--- src/rtl/spi_master_mc.sv ---
// SPI master with runtime clock divider, per-transfer mode/width and multiple chip selects.
// Config and tx word are captured at start; every output is a flop.
module spi_master_mc #(
    parameter int unsigned DATA_W = 16,
    parameter int unsigned CS_NUM = 4,
    parameter int unsigned DIV_W  = 8,
    localparam int unsigned WID_W = $clog2(DATA_W),
    localparam int unsigned CS_W  = (CS_NUM > 1) ? $clog2(CS_NUM) : 1
) (
    input  logic              clk,
    input  logic              rst,
    input  logic              start,
    input  logic              cpol,
    input  logic              cpha,
    input  logic [WID_W-1:0]  width,
    input  logic [DIV_W-1:0]  div,
    input  logic [CS_W-1:0]   cs_sel,
    input  logic [DATA_W-1:0] din,
    output logic              busy,
    output logic              done,
    output logic [DATA_W-1:0] dout,
    output logic              sck,
    output logic [CS_NUM-1:0] cs_n,
    output logic              mosi,
    input  logic              miso
);

    localparam int unsigned EC_W    = WID_W + 1;
    localparam int unsigned CS_SPAN = 1 << CS_W;
    // One bit per encodable cs_sel value; set where the index names a real slave.
    localparam logic [CS_SPAN-1:0] CS_VALID = CS_SPAN'({CS_SPAN{1'b1}} >> (CS_SPAN - CS_NUM));

    typedef enum logic [1:0] {
        ST_IDLE,
        ST_SETUP,
        ST_XFER,
        ST_HOLD
    } state_t;

    state_t              state_q, state_d;
    logic [DIV_W-1:0]    cnt_q, cnt_d;
    logic [EC_W-1:0]     ec_q, ec_d;
    logic                cpol_q, cpol_d;
    logic                cpha_q, cpha_d;
    logic [WID_W-1:0]    width_q, width_d;
    logic [DIV_W-1:0]    div_q, div_d;
    logic [DATA_W-1:0]   tx_q, tx_d;
    logic [DATA_W-1:0]   rx_q, rx_d;
    logic                busy_d, done_d, sck_d, mosi_d;
    logic [DATA_W-1:0]   dout_d;
    logic [CS_NUM-1:0]   cs_n_d;

    logic                phase_end;
    logic                do_edge;
    logic [EC_W-1:0]     edge_idx;
    logic [DATA_W-1:0]   tx_shl;

    always_ff @(posedge clk) begin
        if (rst) begin
            state_q <= ST_IDLE;
            cnt_q   <= '0;
            ec_q    <= '0;
            cpol_q  <= 1'b0;
            cpha_q  <= 1'b0;
            width_q <= '0;
            div_q   <= '0;
            tx_q    <= '0;
            rx_q    <= '0;
            busy    <= 1'b0;
            done    <= 1'b0;
            dout    <= '0;
            sck     <= 1'b0;
            cs_n    <= '1;
            mosi    <= 1'b0;
        end else begin
            state_q <= state_d;
            cnt_q   <= cnt_d;
            ec_q    <= ec_d;
            cpol_q  <= cpol_d;
            cpha_q  <= cpha_d;
            width_q <= width_d;
            div_q   <= div_d;
            tx_q    <= tx_d;
            rx_q    <= rx_d;
            busy    <= busy_d;
            done    <= done_d;
            dout    <= dout_d;
            sck     <= sck_d;
            cs_n    <= cs_n_d;
            mosi    <= mosi_d;
        end
    end

    // Next state; an SCK edge is taken at the start of each XFER phase (index edge_idx).
    always_comb begin
        state_d  = state_q;
        cnt_d    = cnt_q;
        ec_d     = ec_q;
        cpol_d   = cpol_q;
        cpha_d   = cpha_q;
        width_d  = width_q;
        div_d    = div_q;
        tx_d     = tx_q;
        rx_d     = rx_q;
        busy_d   = busy;
        done_d   = 1'b0;
        dout_d   = dout;
        sck_d    = sck;
        cs_n_d   = cs_n;
        mosi_d   = mosi;
        do_edge  = 1'b0;
        edge_idx = '0;
        phase_end = (cnt_q == div_q);
        tx_shl    = tx_q << 1;

        case (state_q)
            ST_IDLE: begin
                if (start && CS_VALID[cs_sel]) begin
                    state_d = ST_SETUP;
                    cnt_d   = '0;
                    cpol_d  = cpol;
                    cpha_d  = cpha;
                    width_d = width;
                    div_d   = div;
                    tx_d    = din;
                    rx_d    = '0;
                    busy_d  = 1'b1;
                    cs_n_d  = ~(CS_NUM'(1) << cs_sel);
                    sck_d   = cpol;
                    mosi_d  = cpha ? 1'b0 : din[width];
                end
            end
            ST_SETUP: begin
                if (phase_end) begin
                    state_d  = ST_XFER;
                    cnt_d    = '0;
                    ec_d     = '0;
                    do_edge  = 1'b1;
                    edge_idx = '0;
                end else begin
                    cnt_d = cnt_q + DIV_W'(1);
                end
            end
            ST_XFER: begin
                if (phase_end) begin
                    cnt_d = '0;
                    if (ec_q == {width_q, 1'b1}) begin
                        state_d = ST_HOLD;
                    end else begin
                        ec_d     = ec_q + EC_W'(1);
                        do_edge  = 1'b1;
                        edge_idx = ec_q + EC_W'(1);
                    end
                end else begin
                    cnt_d = cnt_q + DIV_W'(1);
                end
            end
            ST_HOLD: begin
                if (phase_end) begin
                    state_d = ST_IDLE;
                    cnt_d   = '0;
                    busy_d  = 1'b0;
                    done_d  = 1'b1;
                    dout_d  = rx_q;
                    cs_n_d  = '1;
                    mosi_d  = 1'b0;
                end else begin
                    cnt_d = cnt_q + DIV_W'(1);
                end
            end
            default: state_d = ST_IDLE;
        endcase

        // Even edges lead (away from cpol), odd edges trail.
        if (do_edge) begin
            sck_d = ~sck;
            if (!edge_idx[0]) begin
                if (!cpha_q) begin
                    rx_d = {rx_q[DATA_W-2:0], miso};
                end else if (edge_idx != '0) begin
                    tx_d   = tx_shl;
                    mosi_d = tx_shl[width_q];
                end else begin
                    mosi_d = tx_q[width_q];
                end
            end else begin
                if (cpha_q) begin
                    rx_d = {rx_q[DATA_W-2:0], miso};
                end else if (edge_idx != {width_q, 1'b1}) begin
                    tx_d   = tx_shl;
                    mosi_d = tx_shl[width_q];
                end
            end
        end
    end

endmodule

--- config.mk ---
export PLATFORM = sky130hd
export DESIGN_NAME = spi_master_mc
export DESIGN_NICKNAME = d
export VERILOG_FILES = /design/src/rtl/spi_master_mc.sv
export SDC_FILE = /design/constraint.sdc
export NUM_CORES = 1
export LEC_CHECK = 0
export CAP_MARGIN = 20
export CORE_MARGIN = 3
export CORE_UTILIZATION = 51
export CTS_BUF_LIST = sky130_fd_sc_hd__clkbuf_8
export CTS_CLUSTER_SIZE = 14
export DETAILED_ROUTE_END_ITERATION = 8
export GPL_ROUTABILITY_DRIVEN = 0
export PLACE_DENSITY = 0.75
export SYNTH_ARGS = -nofsm -noshare
export SYNTH_HDL_FRONTEND = slang
export SYNTH_SLANG_ARGS = --single-unit
--- constraint.sdc ---
create_clock -name clk -period 2.14 [get_ports clk]
set_input_delay 0.428 -clock clk [delete_from_list [all_inputs] [get_ports clk]]
set_output_delay 0.428 -clock clk [all_outputs]
set_load 0.005 [all_outputs]
==> results of run 1 <==
[through the flow]
step | instance area (um^2) | setup TNS (ns) | instances
2_1_floorplan | 4360 | -1.17 | 518
3_3_place_gp | 5440 | -1.18 | 706
3_5_place_dp | 5440 | -2.88 | 706
4_1_cts | 5790 | -3.02 | 729
5_1_grt | 5950 | -6.44 | 730
6_report | 5950 | -2.62 | 730
[worst reg2reg max path, stage by stage (launching register included)]
cell and delay [ns]:
dfxtp_2 0.34, xor2_1 0.16, nor4_2 0.28, buf_4 0.20
o2111ai_1 0.16, nand4b_1 0.30, a31oi_4 0.25, buf_12 0.20
o22ai_1 0.10, o311a_1 0.13
[sequential cells by signal, indices dropped and copies added, names as in the netlist]
signal,flops
dout,16
rx_q,16
tx_q,16
cnt_q,8
div_q,8
ec_q,5
cs_n,4
width_q,4
state_q,2
busy,1
cpha_q,1
done,1
mosi,1
sck,1
[area by class of cell]
cell class                 instances  area, um^2  share of cell area (%)
multi-input combinational        390        2660                    44.7
sequential                        84        1690                    28.4
timing repair buffer             129        1230                    20.7
clock buffer                      11         151                    2.55
tap                              105         131                    2.21
clock inverter                     5        66.3                    1.11
inverter                           6        22.5                   0.379
[cells by family (layout without fill, tap and decap cells)]
group,Yosys count,after routing
adder cells (fa/ha/maj),7,7
AND/OR/NAND/NOR,215,215
multiplexers,21,21
buffers and inverters,44,151
AO/OA/AOI/OAI,122,122
XOR/XNOR,25,25
flip-flops,84,84
[what timing repair did]
| action | in CTS | in global routing |
|---|---|---|
| setup buffers | 5 | 1 |
| resized for setup | 15 | 42 |
| cloned | 2 | 0 |
| setup endpoints to repair | 32 | 37 |
| pin swaps | 3 | 26 |
[routing by layer]
metal  part of all wire [%]  vias up  global-route usage (%)  wire (um)
met3                    5.4       19                    4.57        635
met1                     42     2091                    30.4       4930
met4                    1.7        0                    8.61        200
met5                      0        -                       0          0
li1                       -     2040                       -          -
met2                     51      130                    42.5       5920
[how the worst min path moves through the flow]
stage | from | endpoint | slack, ns | depth (start not counted)
6_report | rst | rx_q[12]$_SDFF_PP0_ | 0.45 | 2
3_5_place_dp | dout[12]$_SDFFE_PP0P_ | dout[12]$_SDFFE_PP0P_ | 0.45 | 2
2_1_floorplan | rx_q[15]$_SDFF_PP0_ | dout[15]$_SDFFE_PP0P_ | 0.44 | 2
5_1_grt | rst | dout[12]$_SDFFE_PP0P_ | 0.46 | 2
3_3_place_gp | dout[1]$_SDFFE_PP0P_ | dout[1]$_SDFFE_PP0P_ | 0.44 | 2
4_1_cts | rst | rx_q[12]$_SDFF_PP0_ | 0.44 | 2
[Yosys cell counts, drive strengths merged (7+ instances only)]
cell type / number / area share, %
a21oi: 56 / 7.0
mux4: 7 / 3.6
mux2i: 14 / 3.2
ha: 7 / 2.0
o21ai: 8 / 0.92
xor2: 16 / 3.2
o22ai: 18 / 2.6
nor2: 52 / 4.5
nand2: 93 / 8.0
nand3: 22 / 3.7
clkbuf: 24 / 2.1
buf: 14 / 1.9
dfxtp: 84 / 39
xnor2: 9 / 1.8
nor2b: 8 / 1.2
o311a: 15 / 3.5
[power breakdown]
| group | leakage (uW) | total (uW) | switching, uW | internal (uW) |
|---|---|---|---|---|
| Sequential | 0.000686 | 1920 | 165 | 1750 |
| Clock | 0.000108 | 1250 | 629 | 617 |
| Combinational | 0.00160 | 2170 | 1130 | 1040 |
| Total | 0.00240 | 5330 | 1920 | 3410 |
==> results.yml, run 1 <==
worst_setup_path:
  cp_data_required_time_ns: 2.40
  reg2reg_from: "div_q[0]$_SDFFE_PP0P_"
  worstSetupPathDepth: 9
  worst_setup_path_start_kind: "flop"
  cp_max_fo: 31
  endpoint: "tx_q[9]$_SDFF_PP0_"
  ff2ff_setup_slack_ns: -0.1
  reg2reg_depth: 9
  regToRegEndpoint: "tx_q[9]$_SDFF_PP0_"
  cp_slowest_cell: "dfxtp_2"
  path_class: "reg2reg"
  critPathTopFamily: "compound AO/OA/AOI/OAI gates"
  critPathMaxStageDelay_ns: 0.34
  cp.arrival_ns: 2.50
  path_buf_inv: 2
  endpoint_kind: "flop"
  startpoint: "div_q[0]$_SDFFE_PP0P_"
  path_cells: "xor2_1, nor4_2, buf_4, o2111ai_1, nand4b_1, a31oi_4, buf_12, o22ai_1, o311a_1"
die:
  die_w_um: 98.4
  die_height_um: 98.4
  fp.coreArea_um2: 8260
  initial_core_util_pct: 52.7
  rows: 33
  dieArea_um2: 9670
  pin_count: 60
cells_and_area:
  nets: 663
  layout_common_cells: "dfxtp_1 (79), nand2_1 (77), clkdlybuf4s50_1 (58), buf_4 (58), nor2_1 (51)"
  post-route-util_pct: 72.0
  fillers: 606
  layout_commonest_cell: "dfxtp_1"
  area_delta_synth_final_pct: 36.7
  antenna_cells: 0
  drive_above_1_share_pct: 25.0
power:
  pwr_density_cell_nw_per_um2: 897
  ir_drop_v: 0.000572
  power.leakage_uw: 0.00240
  finalPower_uw: 5330
cts:
  cts-root-buf: "clkbuf_8"
  cts_tree: "built"
  clk_latency_ns: 0.38
  cts_buffer_depth: 2
  clock-sinks: 84
  postCtsHoldBufs: 0
  htreeDepth: 3
  cts_made_buffers: 9
  path_clk_slew_ns: 0.09
synth:
  synth_compound_area_share_pct: 19.1
  ys.flop_type: "dfxtp_1"
  muxShareOfSynthArea_pct: 6.84
  syn_nets: 561
  ys_async_sr_fraction_pct: 0
  synth_xor_area_share_pct: 5.03
  ys_seq_elements: 84
  synth_cell_types: 53
  syn_area_um2: 4350
  yosys_warnings: 0
  yosysSeqAreaShare_pct: 38.7
  synth_fa_ha_area_share_pct: 2.01
  synthCells: 518
  synthSimpleGateAreaFrac_pct: 23.9
  synth-edff-count: 0
  synth_top_family_by_area: "simple AND/OR/NAND/NOR gates"
  syn_avg_cell_area_um2: 8.40
route:
  drt.antenna.violating_nets: 0
  wl_per_cell_um: 16.0
  drc: 0
  finalWirelength_um: 11700
  vias: 4280
  firstDrtPassIters: 4
  avgViaCountPerCell: 5.86
  drtIter0Drc: 215
sta:
  fin_skew_ns: 0.0141
  tightest_slew_ns: 0.571
  setup-violations-final: 33
  max_freq_mhz: 447
  maxSlewHeadroom_pct: 61.9
  finalCritPeriodShare_pct: 105
  min_period_ns: 2.24
  rsz0062_at_grt: "yes"
  hold_violations: 0
  fin_ws_ns: -0.0984
  slew_viol_final: 0
  holdWs_ns: 0.454
placed_design:
  hpwl_um: 7930
  io_buffer_count: 59
  place_ws_ns: -0.216
flow_run:
  max_cap_violations: 0
global_routing:
  grt_usage_pct: 24.5
  grt_antenna_before_repair: 0
  overflow: 0
  grt_pass1_wl_um: 19300
  grt_max_degree: 48
  grt_pass1_vias: 4092
status:
  failed_checks: "negative setup slack"
  status: "finished with violations"
worst_hold_path:
  hold_class: "in2reg"
(Power assumes the default switching activity.)
==> run 2, diff against run 1 <==
--- a/config.mk
+++ b/config.mk
@@ -5,7 +5,6 @@
 export SDC_FILE = /design/constraint.sdc
 export NUM_CORES = 1
 export LEC_CHECK = 0
-export CAP_MARGIN = 20
 export CORE_MARGIN = 3
 export CORE_UTILIZATION = 51
 export CTS_BUF_LIST = sky130_fd_sc_hd__clkbuf_8
==> results of run 2 <==
No change in the layout: final DEF, timing and power equal those of run 1.
==> run 3, diff against run 2 <==
--- a/config.mk
+++ b/config.mk
@@ -8,7 +8,7 @@
 export CORE_MARGIN = 3
 export CORE_UTILIZATION = 51
 export CTS_BUF_LIST = sky130_fd_sc_hd__clkbuf_8
-export CTS_CLUSTER_SIZE = 14
+export CTS_CLUSTER_SIZE = 10
 export DETAILED_ROUTE_END_ITERATION = 8
 export GPL_ROUTABILITY_DRIVEN = 0
 export PLACE_DENSITY = 0.75
==> results of run 3 <==
No change in the layout: final DEF, timing and power equal those of run 1.
